<file path="src/rtl/pong_game_ctrl_if.sv">
// Signal bundle between the Pong game sequencer and its environment.
// The environment is the VGA timing block, the input synchroniser and the ball datapath.
//
// Signals:
//   frame_tick  : one-cycle pulse per video frame
//   start_btn   : debounced start/serve request, level
//   miss_left   : ball passed the left boundary (pulse)
//   miss_right  : ball passed the right boundary (pulse)
//   paddle_hit  : ball bounced off a paddle (pulse)
//   ball_load   : reload ball to centre (pulse)
//   ball_dir    : serve direction latched on ball_load (0=left, 1=right)
//   ball_step   : apply one velocity step (pulse)
//   ball_speed  : speed level for velocity scaling
//   score_left  : left player score
//   score_right : right player score
//   game_state  : registered FSM state encoding
//   game_over   : high while the game is over
//
// Modports:
//   master : the sequencer side (drives the ball/score/status outputs)
//   slave  : the environment side (drives the tick/button/event inputs)
interface pong_game_ctrl_if;
    logic       frame_tick;
    logic       start_btn;
    logic       miss_left;
    logic       miss_right;
    logic       paddle_hit;
    logic       ball_load;
    logic       ball_dir;
    logic       ball_step;
    logic [1:0] ball_speed;
    logic [3:0] score_left;
    logic [3:0] score_right;
    logic [2:0] game_state;
    logic       game_over;

    modport master (
        input  frame_tick, start_btn, miss_left, miss_right, paddle_hit,
        output ball_load, ball_dir, ball_step, ball_speed,
               score_left, score_right, game_state, game_over
    );

    modport slave (
        output frame_tick, start_btn, miss_left, miss_right, paddle_hit,
        input  ball_load, ball_dir, ball_step, ball_speed,
               score_left, score_right, game_state, game_over
    );
endinterface

</file>
<file path="src/rtl/pong_game_ctrl.sv">
// Pong game-level sequencer.
// It decides when the ball steps, when it is re-centred and in which direction it serves.
// It also keeps both scores and flags game over.
//
// Optional feature macro: PONG_SPEEDUP_EN
//   When defined, every 4 paddle hits in PLAY raise ball_speed by one, saturating at 3.
//   When undefined, ball_speed is tied to 0 and paddle_hit is ignored.
//
// Ports:
//   clk   : system clock
//   rst_n : asynchronous active-low reset
//   bus   : pong_game_ctrl_if.master (tick/button/event inputs, ball/score/status outputs)
//
// Parameters:
//   STEP_DIV    : frame ticks per ball step (1..15)
//   WIN_SCORE   : points needed to win (1..15)
//   SERVE_DELAY : frame ticks spent in SERVE (1..255)
module pong_game_ctrl #(
    parameter int STEP_DIV    = 1,
    parameter int WIN_SCORE   = 7,
    parameter int SERVE_DELAY = 60
) (
    input  logic               clk,
    input  logic               rst_n,
    pong_game_ctrl_if.master   bus
);

    typedef enum logic [2:0] {
        S_IDLE  = 3'd0,
        S_SERVE = 3'd1,
        S_PLAY  = 3'd2,
        S_POINT = 3'd3,
        S_OVER  = 3'd4
    } state_e;

    localparam logic [7:0] SERVE_LAST = 8'(SERVE_DELAY - 1);
    localparam logic [3:0] STEP_LAST  = 4'(STEP_DIV - 1);
    localparam logic [3:0] WIN_VAL    = 4'(WIN_SCORE);

    // Scores stop at 15 instead of wrapping back to 0.
    function automatic logic [3:0] sat_inc4(input logic [3:0] v);
        return (v == 4'hF) ? 4'hF : (v + 4'd1);
    endfunction

    state_e     state_q, state_d;
    logic [7:0] serve_cnt_q, serve_cnt_d;
    logic [3:0] div_q, div_d;
    logic [3:0] score_l_q, score_l_d;
    logic [3:0] score_r_q, score_r_d;
    logic       dir_q, dir_d;
    logic       load_q, load_d;
    logic       step_q, step_d;
    logic       over_q, over_d;
    logic       start_prev_q;

    // Next-state and strobe decode.
    // Counters default to 0, so they clear whenever their state is left or entered.
    always_comb begin
        state_d     = state_q;
        serve_cnt_d = 8'd0;
        div_d       = 4'd0;
        score_l_d   = score_l_q;
        score_r_d   = score_r_q;
        dir_d       = dir_q;
        load_d      = 1'b0;
        step_d      = 1'b0;
        case (state_q)
            S_IDLE: begin
                if (bus.start_btn) begin
                    state_d   = S_SERVE;
                    load_d    = 1'b1;
                    dir_d     = 1'b1;
                    score_l_d = 4'd0;
                    score_r_d = 4'd0;
                end else begin
                    state_d = S_IDLE;
                end
            end
            S_SERVE: begin
                if (bus.frame_tick) begin
                    if (serve_cnt_q == SERVE_LAST) begin
                        state_d = S_PLAY;
                    end else begin
                        serve_cnt_d = serve_cnt_q + 8'd1;
                    end
                end else begin
                    serve_cnt_d = serve_cnt_q;
                end
            end
            S_PLAY: begin
                // A miss outranks a coincident frame tick, and miss_left outranks miss_right.
                if (bus.miss_left) begin
                    score_r_d = sat_inc4(score_r_q);
                    dir_d     = 1'b0;
                    state_d   = S_POINT;
                end else if (bus.miss_right) begin
                    score_l_d = sat_inc4(score_l_q);
                    dir_d     = 1'b1;
                    state_d   = S_POINT;
                end else if (bus.frame_tick) begin
                    if (div_q == STEP_LAST) begin
                        step_d = 1'b1;
                    end else begin
                        div_d = div_q + 4'd1;
                    end
                end else begin
                    div_d = div_q;
                end
            end
            S_POINT: begin
                if ((score_l_q == WIN_VAL) || (score_r_q == WIN_VAL)) begin
                    state_d = S_OVER;
                end else begin
                    load_d  = 1'b1;
                    state_d = S_SERVE;
                end
            end
            S_OVER: begin
                // Only a fresh press leaves OVER; a button held through the final point is ignored.
                if (bus.start_btn && !start_prev_q) begin
                    state_d = S_IDLE;
                end else begin
                    state_d = S_OVER;
                end
            end
            default: begin
                state_d = S_IDLE;
            end
        endcase
        over_d = (state_d == S_OVER);
    end

    // State, counters, scores and registered output strobes.
    always_ff @(posedge clk or negedge rst_n) begin
        if (!rst_n) begin
            state_q      <= S_IDLE;
            serve_cnt_q  <= 8'd0;
            div_q        <= 4'd0;
            score_l_q    <= 4'd0;
            score_r_q    <= 4'd0;
            dir_q        <= 1'b0;
            load_q       <= 1'b0;
            step_q       <= 1'b0;
            over_q       <= 1'b0;
            start_prev_q <= 1'b0;
        end else begin
            state_q      <= state_d;
            serve_cnt_q  <= serve_cnt_d;
            div_q        <= div_d;
            score_l_q    <= score_l_d;
            score_r_q    <= score_r_d;
            dir_q        <= dir_d;
            load_q       <= load_d;
            step_q       <= step_d;
            over_q       <= over_d;
            start_prev_q <= bus.start_btn;
        end
    end

`ifdef PONG_SPEEDUP_EN
    logic [1:0] hit_q, hit_d;
    logic [1:0] speed_q, speed_d;

    // Hit counter and speed level: one speed step per counter wrap, cleared between rallies.
    always_comb begin
        hit_d   = hit_q;
        speed_d = speed_q;
        if ((state_q == S_IDLE) || (state_q == S_POINT)) begin
            hit_d   = 2'd0;
            speed_d = 2'd0;
        end else if ((state_q == S_PLAY) && bus.paddle_hit && !bus.miss_left && !bus.miss_right) begin
            hit_d = hit_q + 2'd1;
            if ((hit_q == 2'd3) && (speed_q != 2'd3)) begin
                speed_d = speed_q + 2'd1;
            end else begin
                speed_d = speed_q;
            end
        end else begin
            hit_d   = hit_q;
            speed_d = speed_q;
        end
    end

    // Hit counter and speed registers.
    always_ff @(posedge clk or negedge rst_n) begin
        if (!rst_n) begin
            hit_q   <= 2'd0;
            speed_q <= 2'd0;
        end else begin
            hit_q   <= hit_d;
            speed_q <= speed_d;
        end
    end

    assign bus.ball_speed = speed_q;
`else
    logic unused_paddle_hit_s;
    assign unused_paddle_hit_s = bus.paddle_hit;
    assign bus.ball_speed      = 2'b00;
`endif

    assign bus.ball_load   = load_q;
    assign bus.ball_dir    = dir_q;
    assign bus.ball_step   = step_q;
    assign bus.score_left  = score_l_q;
    assign bus.score_right = score_r_q;
    assign bus.game_state  = state_q;
    assign bus.game_over   = over_q;

endmodule

</file>
<file path="src/flat_wrapper.sv">
// flat-port wrapper written by rule: the top's interface ports become plain ports
module pong_game_ctrl_flat 
#(
    parameter int STEP_DIV    = 1,
    parameter int WIN_SCORE   = 7,
    parameter int SERVE_DELAY = 60
)
  (clk, rst_n, bus_frame_tick, bus_start_btn, bus_miss_left, bus_miss_right, bus_paddle_hit, bus_ball_load, bus_ball_dir, bus_ball_step, bus_ball_speed, bus_score_left, bus_score_right, bus_game_state, bus_game_over);
  pong_game_ctrl_if bus_i ();
  input  logic clk;
  input  logic rst_n;
  input wire logic [$bits(bus_i.frame_tick)-1:0] bus_frame_tick;
  input wire logic [$bits(bus_i.start_btn)-1:0] bus_start_btn;
  input wire logic [$bits(bus_i.miss_left)-1:0] bus_miss_left;
  input wire logic [$bits(bus_i.miss_right)-1:0] bus_miss_right;
  input wire logic [$bits(bus_i.paddle_hit)-1:0] bus_paddle_hit;
  output wire logic [$bits(bus_i.ball_load)-1:0] bus_ball_load;
  output wire logic [$bits(bus_i.ball_dir)-1:0] bus_ball_dir;
  output wire logic [$bits(bus_i.ball_step)-1:0] bus_ball_step;
  output wire logic [$bits(bus_i.ball_speed)-1:0] bus_ball_speed;
  output wire logic [$bits(bus_i.score_left)-1:0] bus_score_left;
  output wire logic [$bits(bus_i.score_right)-1:0] bus_score_right;
  output wire logic [$bits(bus_i.game_state)-1:0] bus_game_state;
  output wire logic [$bits(bus_i.game_over)-1:0] bus_game_over;
  assign bus_i.frame_tick = bus_frame_tick;
  assign bus_i.start_btn = bus_start_btn;
  assign bus_i.miss_left = bus_miss_left;
  assign bus_i.miss_right = bus_miss_right;
  assign bus_i.paddle_hit = bus_paddle_hit;
  assign bus_ball_load = bus_i.ball_load;
  assign bus_ball_dir = bus_i.ball_dir;
  assign bus_ball_step = bus_i.ball_step;
  assign bus_ball_speed = bus_i.ball_speed;
  assign bus_score_left = bus_i.score_left;
  assign bus_score_right = bus_i.score_right;
  assign bus_game_state = bus_i.game_state;
  assign bus_game_over = bus_i.game_over;
  pong_game_ctrl #(.STEP_DIV(STEP_DIV), .WIN_SCORE(WIN_SCORE), .SERVE_DELAY(SERVE_DELAY)) u_core (.clk(clk), .rst_n(rst_n), .bus(bus_i));
endmodule
</file>
<file path="config.mk">
export PLATFORM = sky130hd
export DESIGN_NAME = pong_game_ctrl_flat
export DESIGN_NICKNAME = d
export VERILOG_FILES = /design/src/rtl/pong_game_ctrl_if.sv /design/src/rtl/pong_game_ctrl.sv /design/src/flat_wrapper.sv
export SDC_FILE = /design/constraint.sdc
export NUM_CORES = 1
export LEC_CHECK = 0
export CELL_PAD_IN_SITES_DETAIL_PLACEMENT = 1
export CELL_PAD_IN_SITES_GLOBAL_PLACEMENT = 2
export CORE_UTILIZATION = 36
export CTS_CLUSTER_SIZE = 30
export DETAILED_ROUTE_END_ITERATION = 10
export PLACE_DENSITY = 0.93
export SKIP_LAST_GASP = 1
export SLEW_MARGIN = 0
export SYNTH_ARGS = -nofsm -noshare
export SYNTH_HDL_FRONTEND = slang
export SYNTH_SLANG_ARGS = --single-unit
</file>
<file path="constraint.sdc">
create_clock -name clk -period 5.2 [get_ports clk]
set_input_delay 0.78 -clock clk [delete_from_list [all_inputs] [get_ports clk]]
set_output_delay 0.78 -clock clk [all_outputs]
set_load 0.1 [all_outputs]
</file>
# ---- Word level (Yosys, flattened, before mapping)
# Cells that the tools add are included.
# Widths: inputs -> output; s select.
dict set report classes {
  n_addsub 4
  eq_ne 17
  mux 36
  n_reduce_logical 9
}
# cell count
set ops {}
lappend ops {{$mux 4} 11}
lappend ops {{$mux 8} 3}
lappend ops {{$mux 3} 6}
lappend ops {{$pmux 4 s2} 2}
lappend ops {{$pmux 3 s5} 1}
lappend ops {{$add 4x1->4 const B} 3}
lappend ops {{$mux 1} 11}
lappend ops {{$ne 2x2->1 const B} 5}
lappend ops {{$add 8x1->8 const B} 1}
lappend ops {{$eq 4x3->1 const B} 2}
lappend ops {{$eq 4x4->1 const B} 2}
lappend ops {{$eq 8x6->1 const B} 1}
lappend ops {{$eq 3x2->1 const B} 2}
lappend ops {{$eq 3x3->1 const B} 2}
lappend ops {{$reduce_and 3->1} 2}
lappend ops {{$logic_not 4->1} 1}
lappend ops {{$ne 4x4->1 const B} 1}
lappend ops {{$pmux 1 s2} 2}
lappend ops {{$reduce_and 4->1} 1}
lappend ops {{$eq 3x1->1 const B} 1}
lappend ops {{$logic_not 3->1} 1}
lappend ops {{$ne 3x3->1 const B} 1}
lappend ops {{$reduce_bool 2->1} 1}
lappend ops {{$logic_and 1x1->1} 1}
lappend ops {{other kinds (2)} 2}
dict set report totals {
  reg_bits 28
  input_bits 7
  out_inout_bits 17
  elab_cells 76
}

# ---- Longest topological paths before layout
# Gate-level depths: netlist of run 1.
dict set report depth {
  depth_word 6
  mapped_depth 5
  ltp_nobuf 5
}

# ---- Least setup slack after synthesis of run 1
# Ideal clock, no wire load.
dict set report synth_timing {
  kind {reg2reg}
  from {register u_core.state_q[1] (netlist: u_core.bus.game_state[1])}
  to {register u_core.score_l_q[0] (netlist: u_core.bus.score_left[0])}
  setup_time_ns 0.127
  arrival_time_ns 2.062
  t_required_ns 5.073
  setup_slack_ns 3.011
  path_stages_with_launch 6
  path_buffers 2
  cell_sequence {dfrtp_1 -> buf_4 -> or4b_4 -> buf_6 -> o21ai_4 -> mux2_4}
}
dict set report synth_via {
  elab_chain_len 3
  word_cells_on_any_way 8
  classes_between {4 x eq/ne; 1 x mux; 3 x reduce/logical}
}
# item line
set synth_lines {}
lappend synth_lines {{from (decl)} pong_game_ctrl.sv:45} ;# state_e state_q, state_d;
lappend synth_lines {{from (signal assigned)} pong_game_ctrl.sv:147} ;# state_q <= state_d;
lappend synth_lines {{$eq 3x2->1 or $logic_not 3->1 (tied branches)} pong_game_ctrl.sv:67} ;# case (state_q)
lappend synth_lines {{$ne 2x2->1 (no source line) or $reduce_bool 2->1 (tied branches)} --}
lappend synth_lines {{$reduce_and 4->1 (no source line)} --}
lappend synth_lines {{to (signal assigned)} pong_game_ctrl.sv:150} ;# score_l_q <= score_l_d;
lappend synth_lines {{to (decl)} pong_game_ctrl.sv:48} ;# logic [3:0] score_l_q, score_l_d;
# Parallel ways exist; a longest one is shown, timed or not.
# A chain may end at the register's enable or synchronous reset.

# ---- Final worst setup path of run 1
dict set report layout_timing {
  from {register u_core.state_q[1] (netlist: u_core.bus.game_state[1])}
  to {output bus_game_state[1]}
}
# item line
set layout_lines {}
lappend layout_lines {{to (decl)} flat_wrapper.sv:23} ;# output wire logic [$bits(bus_i.game_state)-1:0] bus_game_state;
# No word-level cell between the ends.

==> impl_metrics.ini, run 1 <==
[floorplanning]
fp.coreArea_um2 = 4058
die_h_um = 67.33
ios = 24
die_area_um2 = 4533
fp.dieW_um = 67.33
initial_core_util = 0.3787
num_rows = 23

[clock_tree]
cts_num_sinks = 28
cts_resized = 0
clk_latency_ps = 280
postCtsHoldBufs = 0
cts_root_buffer = clkbuf_8
numCtsBuffers = 3
postCtsSetupBuffers = 0
h-tree-depth = 1
clock_path_buffers = 2
clkTransAtPathRegs_ps = 90
cts_tree = done

[place]
port_buffers = 20
place.gp.congestion = 0.7697
dp_hpwl_um = 2524

[grt]
grt_use_total = 0.1728
grt_start_max_net_pins = 29
grt_pass1_wl_um = 5837
grt_overflow_total = 0
first_global_vias = 1231
antenna_found_initial = 0

[synth]
synth_top_area_frac = 0.4560
synth_top_family_by_area = simple AND/OR/NAND/NOR gates
synthMuxAreaShare = 0.03257
yosysSeqAreaShare = 0.4560
ys.flop_type = dfrtp_1
netlist_area_um2 = 1536
syn_inst = 150
synthAdderAreaFrac = 0.04072
synth_seq_cells = 28
ys_types = 47
yosys.area.top_type = dfrtp_1
synthSimpleGateAreaFrac = 0.2280
syn_area_per_cell_um2 = 10.24
synth-compound-area-share = 0.1718
synth_area_leaders = dfrtp_1 (46%), a21oi_1 (4.2%), ha_1 (4.1%)
synth_warnings = 0
synth_edf_count = 0
synthArstFlopShare = 1.000
synth_xor_area_frac = 0.01140

[hold_path]
hold_depth = 3
holdPathEnd = u_core.bus.ball_step$_DFF_PN0_
min_path_type = reg2reg
min_from = u_core.div_q[3]$_DFFE_PN0P_

[sta]
slew-limit-headroom = 0.3474
finalSetupTns_ps = 0
drv_slew = 0
clock_skew_ps = 3.929
min_period_ps = 2840
fmax_ghz = 0.3521
hold_viol_final = 0
holdWs_ps = 558.5
setup_violations = 0
fin_crit_sh = 0.5461
tightest_slew_ps = 975.8
rsz0062_at_grt = false

[drt]
dr.first_iter.drc_count = 53
wl_met1_um = 1702
drt_first_pass_iters = 4
viasPerCell = 5.615
wl_met2_um = 1695
wl_per_cell_um = 15.99
wirelength_um = 3485
wl_met3_um = 72
antenna_left = 0
dr_total_vias = 1224
highest-signal-layer = met4
drc_errors = 0

[setup_path]
crit_chain = clkdlybuf4s50_1
r2r_cells = 3
cp.required_ps = 4420
r2r-end = u_core.bus.score_left[2]$_DFFE_PN0P_
crit_slowest_cell = clkdlybuf4s50_1
critPathBufInv = 1
crit_fanout = 11
end_kind = output pin
arrival_ps = 2060
critPathLaunchType = register
cpPeakStageDelay_ps = 1200
rrSetupSlack_ps = 3370
path_class = reg2out
path_depth = 1
path_delay_family = buffers and inverters
timing.rr.start = u_core.bus.game_state[1]$_DFF_PN0_

[cells_and_area]
nNetsFinal = 181
layout-drive-gt1-share = 0.09524
n_antenna_cell = 0
syn2layout_area_growth_pct = 17.18

[status]
status = finished, final reports clean

[pwr]
p_leak_nw = 0.7243
p_total_mw = 0.5239
peakVddDrop_mv = 0.1563
power.density_nw_per_um2 = 291.0

[flow_run]
maxCapViolCount = 0
[worst max-delay path by stage]
| stage | start | end | slack, ps |
|---|---|---|---|
| CTS | u_core.bus.game_state[2]$_DFF_PN0_ | bus_game_state[2] | 2350 |
| global placement | bus_frame_tick | u_core.serve_cnt_q[3]$_DFFE_PN0P_ | 2700 |
| detailed placement | bus_frame_tick | u_core.serve_cnt_q[4]$_DFFE_PN0P_ | 2580 |
| global route | u_core.bus.game_state[1]$_DFF_PN0_ | bus_game_state[1] | 2260 |
| floorplan | u_core.bus.game_state[1]$_DFF_PN0_ | u_core.bus.score_left[0]$_DFFE_PN0P_ | 3010 |
| finish | u_core.bus.game_state[1]$_DFF_PN0_ | bus_game_state[1] | 2360 |
[routing by layer]
layer,up-vias,global-route usage
met4,0,0.05053
li1,585,-
met3,2,0.03041
met1,619,0.2246
met5,-,0
met2,18,0.2913
[cells in the final DEF (no fill, tap or decap), types with 2 or more instances in the layout]
cell / count
nor2b_1: 2
mux2_4: 2
conb_1: 2
o31ai_1: 3
or2_2: 2
dfrtp_1: 28
o211ai_1: 3
clkbuf_8: 4
mux2i_1: 2
nor2_1: 8
nand2b_1: 4
a31oi_1: 2
ha_1: 5
nand3_1: 7
a22o_1: 2
nand2_1: 9
nor3b_1: 3
clkdlybuf4s50_1: 20
xnor2_1: 2
nand4_1: 4
inv_1: 6
o21ai_0: 8
or3_1: 4
a21oi_1: 13
or4_1: 2
[state kept, by name (all words and copies together), names as in the netlist]
signal                  count
u_core.start_prev_q         1
u_core.div_q                4
u_core.bus.ball_load        1
u_core.serve_cnt_q          8
u_core.bus.game_over        1
u_core.bus.ball_dir         1
u_core.bus.score_right      4
u_core.bus.ball_step        1
u_core.bus.score_left       4
u_core.bus.game_state       3
[synth_stat cells (2+ instances only)]
library cell  number
mux2i_1            2
or3_1              4
nand2b_1           4
inv_1              6
buf_6              3
or2_2              2
nor3b_1            3
o21ai_0            8
or4_1              2
a21oi_1           13
a22o_1             2
nand4_1            4
nand2_1            9
nor2_1             8
dfrtp_1           28
mux2_4             2
nand3_1            7
buf_4              3
a31oi_1            2
o211ai_1           3
nor2b_1            2
xnor2_1            2
o31ai_1            3
ha_1               5
[per-stage QoR]
stage / instance area (um^2) / utilization / worst slack, ps / cells
2_1_floorplan: 1540 / - / 3011 / 151
3_3_place_gp: 1745 / 0.4302 / 2696 / 214
3_5_place_dp: 1745 / 0.4302 / 2581 / 214
4_1_cts: 1800 / 0.4437 / 2346 / 218
5_1_grt: 1800 / 0.4437 / 2261 / 218
6_report: 1800 / 0.4437 / 2360 / 218
[cell type report]
class                      count  area [um^2]
sequential                    28        700.7
multi-input combinational    109        752.0
tap                           50        62.56
clock buffer                   4        55.05
timing repair buffer          21        207.7
fill                         466         2257
inverter                       6        22.52
[power by group]
group	total [mW]	internal, mW	switching (mW)
clock	0.135	0.0678	0.0671
sequential	0.276	0.244	0.0326
combinational	0.113	0.0411	0.0718
total	0.524	0.352	0.172
[kinds of logic after synthesis]
logic type,Yosys count
other,1
and+or+nand+nor,56
muxes,4
adders and majority gates,5
xor gates and xnor gates,2
DFF,28
buffers and inverters,14
AOI/OAI and AO/OA,40
Note: power is estimated with default switching activity, not from simulation.
==> run 2: changes to the inputs <==
- CORE_UTILIZATION: 36 -> 30
- PLACE_DENSITY: 0.93 -> 0.84
- clock period: 5.2 -> 2.6 ns (I/O delays scaled with it)
==> run 2 against run 1 <==
Die area grew 19%; critical path type is now in2reg; clock skew grew 3.8 ps; global-route usage shrank 2.6 points.
==> impl_metrics.ini, run 2 (synthesis gave the netlist of run 1 again) <==
[drt]
dr.first_iter.drc_count = 30
drc_errors = 0
drt_first_pass_iters = 4
antenna_left = 0
viasPerCell = 5.281
wl_per_cell_um = 15.23
wirelength_um = 3579
dr_total_vias = 1241

[floorplanning]
ios = 24
die_area_um2 = 5412
initial_core_util = 0.3190
num_rows = 25
die_h_um = 73.57
fp.coreArea_um2 = 4817
fp.dieW_um = 73.57

[sta]
holdWs_ps = 483.8
drv_slew = 0
slew-limit-headroom = 0.5324
tightest_slew_ps = 699.5
finalSetupTns_ps = 0
setup_violations = 0
fin_crit_sh = 0.7403
fmax_ghz = 0.5196
clock_skew_ps = 7.689
setup_ws_ps = 675.3
rsz0062_at_grt = false
hold_viol_final = 0
min_period_ps = 1925

[pwr]
power.density_nw_per_um2 = 571.5
p_leak_nw = 0.7501
peakVddDrop_mv = 0.1980
p_total_mw = 1.016

[setup_path]
arrival_ps = 2130
critPathLaunchType = input port
path_class = in2reg
end_kind = register
crit_fanout = 11
crit_chain = clkdlybuf4s50_1 > nor4b_2 > o21ai_0 > a21oi_1
crit_slowest_cell = nor4b_2
cpPeakStageDelay_ps = 690
cp.required_ps = 2800

[clock_tree]
clkTransAtPathRegs_ps = 100
cts_resized = 0
postCtsSetupBuffers = 0
cts_tree = done
postCtsHoldBufs = 0
clock_path_buffers = 2
cts_root_buffer = clkbuf_8
numCtsBuffers = 3
clk_latency_ps = 280
cts_num_sinks = 28
h-tree-depth = 1

[cells_and_area]
max_flop_register = u_core.serve_cnt_q
layoutNonFillerInstCount = 235
design_area_um2 = 1778
n_antenna_cell = 0
layout-drive-gt1-share = 0.1845
largest_reg_flops = 8
final.fill_count = 577
final_core_util = 0.3691
final_common_cell = dfrtp_1
nNetsFinal = 182
layout_common_cells = dfrtp_1 (28), buf_4 (17), a21oi_1 (13), nand2_1 (9)
syn2layout_area_growth_pct = 15.72

[place]
place.gp.congestion = 0.7485
dp_slack_ps = 349.5
dpl-instance-area_um2 = 1737
port_buffers = 20
dp.cells = 232
dp_hpwl_um = 2623

[flow_run]
maxCapViolCount = 0

[grt]
grt_overflow_total = 0
grt_pass1_wl_um = 6099
antenna_found_initial = 0
first_global_vias = 1233
grt_start_max_net_pins = 29
grt_use_total = 0.1468

[status]
status = finished, final reports clean

[hold_path]
min_path_type = in2async
==> run 2: cell count changes in the layout (fill, tap and decap cells not counted) <==
| cell | before | now |
|---|---|---|
| buf_4 | 1 | 17 |
| clkbuf_8 | 4 | 3 |
| clkdlybuf4s50_1 | 20 | 5 |
==> run 2: area by class of cell <==
| class | count | area (um^2) | area share |
|---|---|---|---|
| repair buffers | 22 | 177.7 | 0.09993 |
| inverters | 6 | 22.52 | 0.01267 |
| clock buffers | 3 | 41.29 | 0.02322 |
| well taps | 67 | 83.83 | 0.04715 |
| multi-input cells | 109 | 752.0 | 0.4229 |
| flip-flops and latches | 28 | 700.7 | 0.3941 |
==> run 2: worst paths after layout <==
check,cells past startpoint,startpoint,to,slack [ps]
worst max-delay path,4,bus_frame_tick,u_core.serve_cnt_q[4]$_DFFE_PN0P_,680
worst min-delay path,2,rst_n,u_core.bus.score_left[0]$_DFFE_PN0P_,480
worst max register to register,4,u_core.serve_cnt_q[0]$_DFFE_PN0P_,u_core.bus.game_state[0]$_DFF_PN0_,820
worst min register to register,2,u_core.serve_cnt_q[7]$_DFFE_PN0P_,u_core.serve_cnt_q[7]$_DFFE_PN0P_,560
max in group asynchronous,2,rst_n,u_core.serve_cnt_q[5]$_DFFE_PN0P_,1830
min in group clk,2,u_core.serve_cnt_q[7]$_DFFE_PN0P_,u_core.serve_cnt_q[7]$_DFFE_PN0P_,560
==> run 2: per-layer routing <==
layer / vias to the layer above / track usage / wire length (um)
met1: 630 / 0.1831 / 1642
met4: 0 / 0.05128 / 59
met3: 5 / 0.01646 / 58
li1: 588 / - / -
met2: 18 / 0.2610 / 1819
met5: - / 0 / 0
==> run 2: worst max-delay path, delay by kind of cell <==
kind | cells | cell delay (ps)
compound gates | 2 | 410
buf+inv | 1 | 630
simple gates | 1 | 690
==> run 2: where the power goes <==
group	internal (mW)	leakage (nW)	switching [mW]
combinational	0.0803	0.356	0.145
sequential	0.487	0.373	0.0640
clock	0.104	0.0216	0.135
